### src/rtl/ro_freq_meter_pkg.sv
// ro_freq_meter shared types and defaults.
// State encoding and window sizes shared with the UART word FSM.
package ro_freq_meter_pkg;

  typedef enum logic [1:0] {
    IDLE   = 2'd0,
    SETTLE = 2'd1,
    GATE   = 2'd2,
    HOLD   = 2'd3
  } state_t;

  localparam int unsigned DEF_GATE_CYCLES   = 100000;
  localparam int unsigned DEF_SETTLE_CYCLES = 1000;
  localparam int unsigned DEF_CNT_W         = 32;

  function automatic int unsigned max2(
    input int unsigned a,
    input int unsigned b
  );
    return (a > b) ? a : b;
  endfunction

endpackage

### src/rtl/ro_freq_meter_edge_sync.sv
// edge_sync: 3-flop synchronizer with rising-edge pulse.
// Ports: clk, reset_n (async low), d (async in), pulse (1-cycle).
module edge_sync (
  input  logic clk,
  input  logic reset_n,
  input  logic d,
  output logic pulse
);

  logic s1, s2, s3;

  always_ff @(posedge clk or negedge reset_n) begin
    if (!reset_n) begin
      s1 <= 1'b0;
      s2 <= 1'b0;
      s3 <= 1'b0;
    end else begin
      s1 <= d;
      s2 <= s1;
      s3 <= s2;
    end
  end

  assign pulse = s2 & ~s3;

endmodule

### src/rtl/ro_freq_meter.sv
// ro_freq_meter: gated RO edge counter with settle + handshake.
// Ports: clk, reset_n, ro_in, start, abort, ro_en, busy, result*.
module ro_freq_meter
  import ro_freq_meter_pkg::*;
#(
  parameter int unsigned GATE_CYCLES   = DEF_GATE_CYCLES,
  parameter int unsigned SETTLE_CYCLES = DEF_SETTLE_CYCLES,
  parameter int unsigned CNT_W         = DEF_CNT_W
) (
  input  logic             clk,
  input  logic             reset_n,
  input  logic             ro_in,
  input  logic             start,
  input  logic             abort,
  output logic             ro_en,
  output logic             busy,
  output logic [CNT_W-1:0] result,
  output logic             result_valid,
  input  logic             result_ready,
  output logic             overflow
);

  localparam int unsigned TW =
    $clog2(max2(GATE_CYCLES, SETTLE_CYCLES));
  localparam logic [TW-1:0] G_LOAD = TW'(GATE_CYCLES - 1);
  localparam logic [TW-1:0] S_LOAD = TW'(SETTLE_CYCLES - 1);
  localparam logic [CNT_W-1:0] CNT_MAX = '1;

  state_t           state;
  logic [TW-1:0]    timer;
  logic [CNT_W-1:0] cnt;
  logic             ovf;
  logic             en;
  logic             pulse;

  edge_sync u_sync (
    .clk     (clk),
    .reset_n (reset_n),
    .d       (ro_in),
    .pulse   (pulse)
  );

  always_ff @(posedge clk or negedge reset_n) begin
    if (!reset_n) begin
      state <= IDLE;
      timer <= '0;
      cnt   <= '0;
      ovf   <= 1'b0;
      en    <= 1'b0;
    end else begin
      unique case (state)
        IDLE: begin
          if (start) begin
            state <= SETTLE;
            timer <= S_LOAD;
            en    <= 1'b1;
          end
        end
        SETTLE: begin
          if (abort) begin
            state <= IDLE;
            en    <= 1'b0;
          end else if (timer == '0) begin
            state <= GATE;
            timer <= G_LOAD;
            cnt   <= '0;
            ovf   <= 1'b0;
          end else begin
            timer <= timer - TW'(1);
          end
        end
        GATE: begin
          // Saturate: a pulse at full scale flags the lost edge.
          if (pulse) begin
            if (cnt == CNT_MAX) ovf <= 1'b1;
            else                cnt <= cnt + CNT_W'(1);
          end
          // Abort overrides the count update above.
          if (abort) begin
            state <= IDLE;
            en    <= 1'b0;
            cnt   <= '0;
            ovf   <= 1'b0;
          end else if (timer == '0) begin
            state <= HOLD;
            en    <= 1'b0;
          end else begin
            timer <= timer - TW'(1);
          end
        end
        HOLD: begin
          if (result_ready) state <= IDLE;
        end
        default: state <= IDLE;
      endcase
    end
  end

  assign ro_en        = en;
  assign busy         = (state != IDLE);
  assign result_valid = (state == HOLD);
  assign result       = cnt;
  assign overflow     = ovf;

endmodule

### config.mk
export PLATFORM = sky130hd
export DESIGN_NAME = ro_freq_meter
export DESIGN_NICKNAME = d
export VERILOG_FILES = /design/src/rtl/ro_freq_meter_pkg.sv /design/src/rtl/ro_freq_meter_edge_sync.sv /design/src/rtl/ro_freq_meter.sv
export SDC_FILE = /design/constraint.sdc
export NUM_CORES = 1
export LEC_CHECK = 0
export ABC_AREA = 1
export BUFFER_PORTS_ARGS = -buffer_cell sky130_fd_sc_hd__buf_2
export CORE_UTILIZATION = 35
export DETAILED_ROUTE_END_ITERATION = 8
export PLACE_DENSITY_LB_ADDON = 0.15
export SLEW_MARGIN = 20
export SYNTH_ARGS = -nofsm -noshare
export SYNTH_HDL_FRONTEND = slang
export SYNTH_HIERARCHICAL = 1
export SYNTH_SLANG_ARGS = --single-unit
### constraint.sdc
create_clock -name clk -period 1.65 [get_ports clk]
set_input_delay 0.0825 -clock clk [delete_from_list [all_inputs] [get_ports clk]]
set_output_delay 0.0825 -clock clk [all_outputs]
set_load 0.02 [all_outputs]
== Yosys cells after proc, flatten, opt, wreduce, memory -nomap -nowiden ==
Cells that the tools add are included.

* Register bits after elaboration: 56
* Bits of input ports: 6
* Output and inout port bits: 36

* Add/sub/neg operators: 2
* Equality and inequality tests: 16
* Muxes and demuxes: 29
* Bitwise gates (word level): 2
* Reduce and logical (&&, ||, !) cells: 10

{| class="wikitable"
|+ Operator list
! cell !! number
|-
| $mux 32 || 5
|-
| $mux 17 || 5
|-
| $pmux 32 s2 || 1
|-
| $pmux 17 s3 || 1
|-
| $add 32x1->32 const B || 1
|-
| $eq 32x32->1 const B || 1
|-
| $logic_not 17->1 || 1
|-
| $sub 17x1->17 const B || 1
|-
| $ne 3x3->1 const B || 5
|-
| $reduce_and 5->1 || 3
|-
| $mux 2 || 6
|-
| $ne 2x2->1 const B || 6
|-
| $mux 1 || 8
|-
| $pmux 2 s4 || 1
|-
| $reduce_and 4->1 || 2
|-
| $eq 2x2->1 const B || 2
|-
| $reduce_bool 2->1 || 2
|-
| $pmux 1 s3 || 1
|-
| $reduce_bool 3->1 || 1
|-
| $eq 2x1->1 const B || 1
|-
| $logic_not 2->1 || 1
|-
| $ne 2x1->1 const B || 1
|-
| $pmux 1 s2 || 1
|-
| $and 1x1->1 || 1
|-
| $not 1->1 || 1
|}

== Logic depth before layout (Yosys ltp) ==
* Depth in word-level cells: 5
* Gate-level depth with buffers: 13
* Depth with buffers taken out: 13

== Cells and area by module ==
The synthesis kept the hierarchy.

{| class="wikitable"
|+ By module, submodules not included
! module !! times used !! cells each !! area each (µm²) !! sequential area each (µm²)
|-
| ro_freq_meter || 1 || 612 || 3,885.0 || 1,326.3
|-
| edge_sync || 1 || 5 || 85.1 || 75.1
|}

== Least setup slack after synthesis ==
No wires, ideal clock.

* Kind: reg2reg
* From: register cnt[0] (netlist: result[0])
* To: register cnt[31] (netlist: result[31])
* Arrival time: 1,750 ps
* Data required time: 1,532 ps
* Slack: -218 ps
* Cell stages (with the launch flop): 12
* Path buffers: 1
* Period minus slack after synthesis: 1,868 ps
* Cells stage by stage: dfrtp_1 -> ha_1 -> nand2_2 -> nor2_4 -> nand2_4 -> nor2_8 -> nand4_4 -> nand2_4 -> inv_2 -> buf_4 -> nand3_1 -> nand2_1

* Cells in the longest elaborated chain, start to end: 5
* Elaborated cells on any way between the ends: 8

{| class="wikitable"
|+ Ends and longest elaborated chain
! element !! RTL line !! RTL
|-
| from (decl) || ro_freq_meter.sv:31 || <nowiki>logic [CNT_W-1:0] cnt;</nowiki>
|-
| from (signal assigned) || ro_freq_meter.sv:76 || <nowiki>else cnt <= cnt + CNT_W'(1);</nowiki>
|-
| $add 32x1->32 || ro_freq_meter.sv:76 ||
|-
| $mux 32 || ro_freq_meter.sv:75 || <nowiki>if (cnt == CNT_MAX) ovf <= 1'b1;</nowiki>
|-
| $mux 32 || ro_freq_meter.sv:74 || <nowiki>if (pulse) begin</nowiki>
|-
| $mux 32 || ro_freq_meter.sv:79 || <nowiki>if (abort) begin</nowiki>
|-
| $pmux 32 s2 || ro_freq_meter.sv:51 || <nowiki>unique case (state)</nowiki>
|}

Parallel ways exist; a longest one is shown, timed or not. The select of a mux whose other input is x is not followed.
A chain may end at the register's enable or synchronous reset.

== Final worst setup path ==
* From: register state[1]
* To: register timer[11]

* Cells in the longest elaborated chain, start to end: 3
* Elaborated cells on any way between the ends: 10

{| class="wikitable"
|+ Ends and longest elaborated chain
! element !! RTL line !! RTL
|-
| from (decl) || ro_freq_meter.sv:29 || <nowiki>state_t state;</nowiki>
|-
| from (signal assigned) || ro_freq_meter.sv:45 || <nowiki>state <= IDLE;</nowiki>
|-
| from (signal assigned) || ro_freq_meter.sv:54 || <nowiki>state <= SETTLE;</nowiki>
|-
| from (signal assigned) || ro_freq_meter.sv:61 || <nowiki>state <= IDLE;</nowiki>
|-
| $eq 2x2->1 (tied with other cells) || ro_freq_meter.sv:51 ||
|-
| $ne 2x2->1 (no line) / $reduce_bool 3->1 (equally long branches) || -- ||
|-
| $reduce_and 5->1 (no line) || -- ||
|-
| to (signal assigned) || ro_freq_meter.sv:69 || <nowiki>timer <= timer - TW'(1);</nowiki>
|-
| to (signal assigned) || ro_freq_meter.sv:88 || <nowiki>timer <= timer - TW'(1);</nowiki>
|-
| to (decl) || ro_freq_meter.sv:30 || <nowiki>logic [TW-1:0] timer;</nowiki>
|}

Parallel ways exist; a longest one is shown, timed or not.

==> impl_summary.log <==
[metrics] Syn Nets: roughly 630
[metrics] Final Hold Violating Endpoints: 0
[metrics] Worst Slack Setup Final: -0.0755 ns
[metrics] number of violations reported at the end of detailed-routing iteration 0: 283
[metrics] clock network latency to the later pin of the worst-skew pair: approximately 0.31 ns
[metrics] Port Buf Inserts: just over 40
[metrics] non-filler cells, final: around 890
[metrics] share of the cycle needed by the critical path after routing: 105%
[metrics] number of I/O pins: 42
[metrics] Placeable Area: between 0.01 and 0.015 mm2
[metrics] Post-synth EDFFs: 0
[metrics] outcome: complete, but fails checks
[metrics] total global routing track utilization: between 20% and 30%
[metrics] Critical Path Fanout Max: 4
[metrics] total clock buffers created by CTS: 5
[metrics] max-slew violation count: 0
[metrics] CP startpoint kind: flop
[metrics] Hold Crit Class: input pin to flop
[metrics] main area contributors after synthesis: dfrtp_1 (35%), nand2_1 (20%), nor2_1 (9.2%)
[metrics] number of diodes: 0
[metrics] hold_ws: 0.143 ns
[metrics] number of rows created at floorplan: 38
[metrics] Yosys Warn Count: 6
[metrics] hold wc startpoint: result_ready
[metrics] Syn-to-layout area delta: 40.5%
[metrics] headroom to the max-slew limit: between 60% and 70%
[metrics] critical register-to-register path startpoint: state[1]$_DFFE_PN0P_
[metrics] Cells after Synth: 617
[metrics] final wirelength: approximately 13 mm
[metrics] average wire per cell in the routed design: ~14 um
[metrics] maximum number of buffers from clock root to sink: 2
[metrics] via-per-instance ratio: 4.92
[metrics] area enclosed by the die boundary: around 0.012 mm2
[metrics] number of global-route vias before repair: 4095
[metrics] largest net degree at the start of global routing: 36
[metrics] area share of the largest cell type after synthesis: 35.3%
[metrics] Final Setup Violations: 47
[metrics] slew of the pin with the lowest slew margin: 0.504 ns
[metrics] Peak Freq: a little under 600 MHz
[metrics] initial core utilization: a little over a third
[metrics] share of post-route cells with drive strength above 1: between 30% and 40%
[metrics] hold path cells: 5
[metrics] clock tree from TritonCTS: yes
[metrics] endpoint of the worst hold-timing path: state[0]$_DFFE_PN0P_
[metrics] Data arrival, critical path: ~1.9 ns
[metrics] unrepaired setup endpoints after global routing: yes
[metrics] register clock-pin slew on the reported worst setup and hold paths: approximately 0.08 ns
[metrics] total number of vias: ~4400
[metrics] total standard cell area after synthesis: around 0.0040 mm2
[metrics] mean instance size in the synthesized netlist: 6.43 um2
[metrics] Setup crit end kind: flop
[metrics] reg-to-reg slack, setup: -0.08 ns
[metrics] largest vdd supply drop: between 0.0006 and 0.0007 V
[metrics] sequential fraction of the synthesis area: around a third
[metrics] H-tree levels: 2
[metrics] total power draw: between 6 and 7 mW
[metrics] Chip Height: roughly 110 um
[metrics] first-pass iteration count of the detailed router: 5
[metrics] die extent in x: ~110 um
[metrics] final-stage net count: about 760
[metrics] DRC violations left: 0
[metrics] power density over cell area: around 1200 mW/mm2
[metrics] ys flop type: dfrtp_1
[metrics] overall overflow remaining after global route: 0
[metrics] number of different library cells in the post-synthesis netlist: 31
[metrics] antenna-violating nets left: 0
[metrics] max-capacitance violation count: 0
[metrics] number of antenna violations at the first check in global routing: 0
[metrics] HPWL after detailed placement: around 9.3 mm
[metrics] Static Leak: 2.66 nW
[metrics] cell type with the largest total area after synthesis: dfrtp_1
[metrics] gp weighted congestion: approximately 1
[metrics] worst setup path category: flop to flop
[metrics] buffer type at the clock tree root: clkbuf_16
[metrics] CP Data Required Time: between 1.5 and 2 ns
[metrics] placement-stage cell area: around 0.0050 mm2
[metrics] worst clock skew on the final layout: about 0.0043 ns
[metrics] post-route cell area: between 0.005 and 0.006 mm2
[metrics] wire length of the first global-routing pass: 20.1 mm
[metrics] Async S/R FF share, synth: 100%
[metrics] RR Endpoint: timer[11]$_DFFE_PN0P_
[metrics] clock period minus worst slack: about 1.7 ns
[metrics] number of instances in the placed design: slightly below 900
[metrics] TritonCTS sink count: between 50 and 60
[metrics] Synth Register Bits: 56
[metrics] cell depth of the worst flop-to-flop path: 9
[metrics] violated checks: setup timing
[metrics] Util after Layout: 51.0%
## Yosys cell counts, drive strengths merged (2+ instances only)
cell type	n
a21oi	13
buf	10
clkbuf	6
dfrtp	56
ha	8
inv	62
nand2	223
nand3	40
nand4	25
nor2	109
nor3	4
o21ai	40
or2	8
xnor2	2
xor2	6
## report_power, final
part           switching [mW]  internal (mW)
registers               0.150           1.54
logic                    2.23           1.78
clock network           0.557          0.569
total                    2.94           3.89
## area by class of cell
type / count / area (um2)
Tap cell: 140 / 175
Fill cell: 1107 / 5360
Timing Repair Buffer: 140 / 1060
Inverter: 63 / 246
Clock inverter: 2 / 16.3
Clock buffer: 6 / 129
Sequential cell: 56 / 1410
Multi-Input combinational cell: 482 / 2550
## sequential cells by signal, summed over array words and instances, names as in the netlist
signal and flops:
u_sync/s3 1, state 2, u_sync/s2 1, result 32, overflow 1, u_sync/s1 1, ro_en 1, timer 17
## how the worst max path moves through the flow
stage	cells after the start	endpoint	from
after floorplan	13	result[31]$_DFFE_PN0P_	timer[0]$_DFFE_PN0P_
after global placement	13	result[1]$_DFFE_PN0P_	timer[1]$_DFFE_PN0P_
after detailed placement	13	result[1]$_DFFE_PN0P_	timer[1]$_DFFE_PN0P_
after CTS	13	result[0]$_DFFE_PN0P_	timer[0]$_DFFE_PN0P_
after global routing	11	timer[14]$_DFFE_PN0P_	timer[0]$_DFFE_PN0P_
final	9	timer[11]$_DFFE_PN0P_	state[1]$_DFFE_PN0P_
## placed cells by master, fill, tap and decap left out, drive strengths merged
cell type,synthesis,routed
nor4,1,1
or2,8,8
clkinv,1,2
clkinvlp,0,1
clkbuf,6,7
xnor2,2,2
ha,8,8
nand3,40,40
dfrtp,56,56
dlygate4sd3,0,2
a21boi,1,1
o21ai,40,40
nand4,25,25
inv,62,62
nand2,223,223
buf,10,137
a21oi,13,13
xor2,6,6
nand3b,1,1
a211oi,1,1
nor3,4,4
nor2,109,109
## worst max-delay path: stages, from the launching register on
cell      delay [ns]
dfrtp_1         0.42
buf_6           0.13
buf_6           0.11
ha_4            0.16
a211oi_4        0.22
a21boi_4        0.26
buf_4           0.16
nand2_4         0.06
nand2_1         0.07
nor2_1          0.04
## routing by layer
layer | vias to the layer above | wire, um | GRT usage, %
li1 | 2213 | - | -
met1 | 2041 | 6090 | 32.1
met2 | 106 | 5700 | 33.5
met3 | 12 | 662 | 4.64
met4 | 0 | 136 | 5.12
met5 | - | 0 | 0
## cell families after synthesis
logic type | synth area share (%)
flops | 35.3
compound gates | 7.34
xor+xnor | 1.76
simple gates | 44.9
fa+ha+maj | 2.52
buf+inv | 8.16
## timing repair
item	in CTS	in global routing
endpoints found under the hold margin	57	0
setup buffers	3	9
pin swaps	4	14
hold buffers	2	0
endpoints found under the setup margin	51	53
gates cloned	0	1
resized for setup	29	73
## through the flow
| step | worst slack, ns | TNS (ns) |
|---|---|---|
| 4_1_cts | -0.0424 | -0.653 |
| 3_3_place_gp | -0.140 | -1.54 |
| 3_5_place_dp | -0.126 | -2.15 |
| 2_1_floorplan | -0.0770 | -1.12 |
| 5_1_grt | -0.237 | -7.68 |
| 6_report | -0.0755 | -1.83 |
Note: power is estimated with default switching activity, not from simulation.
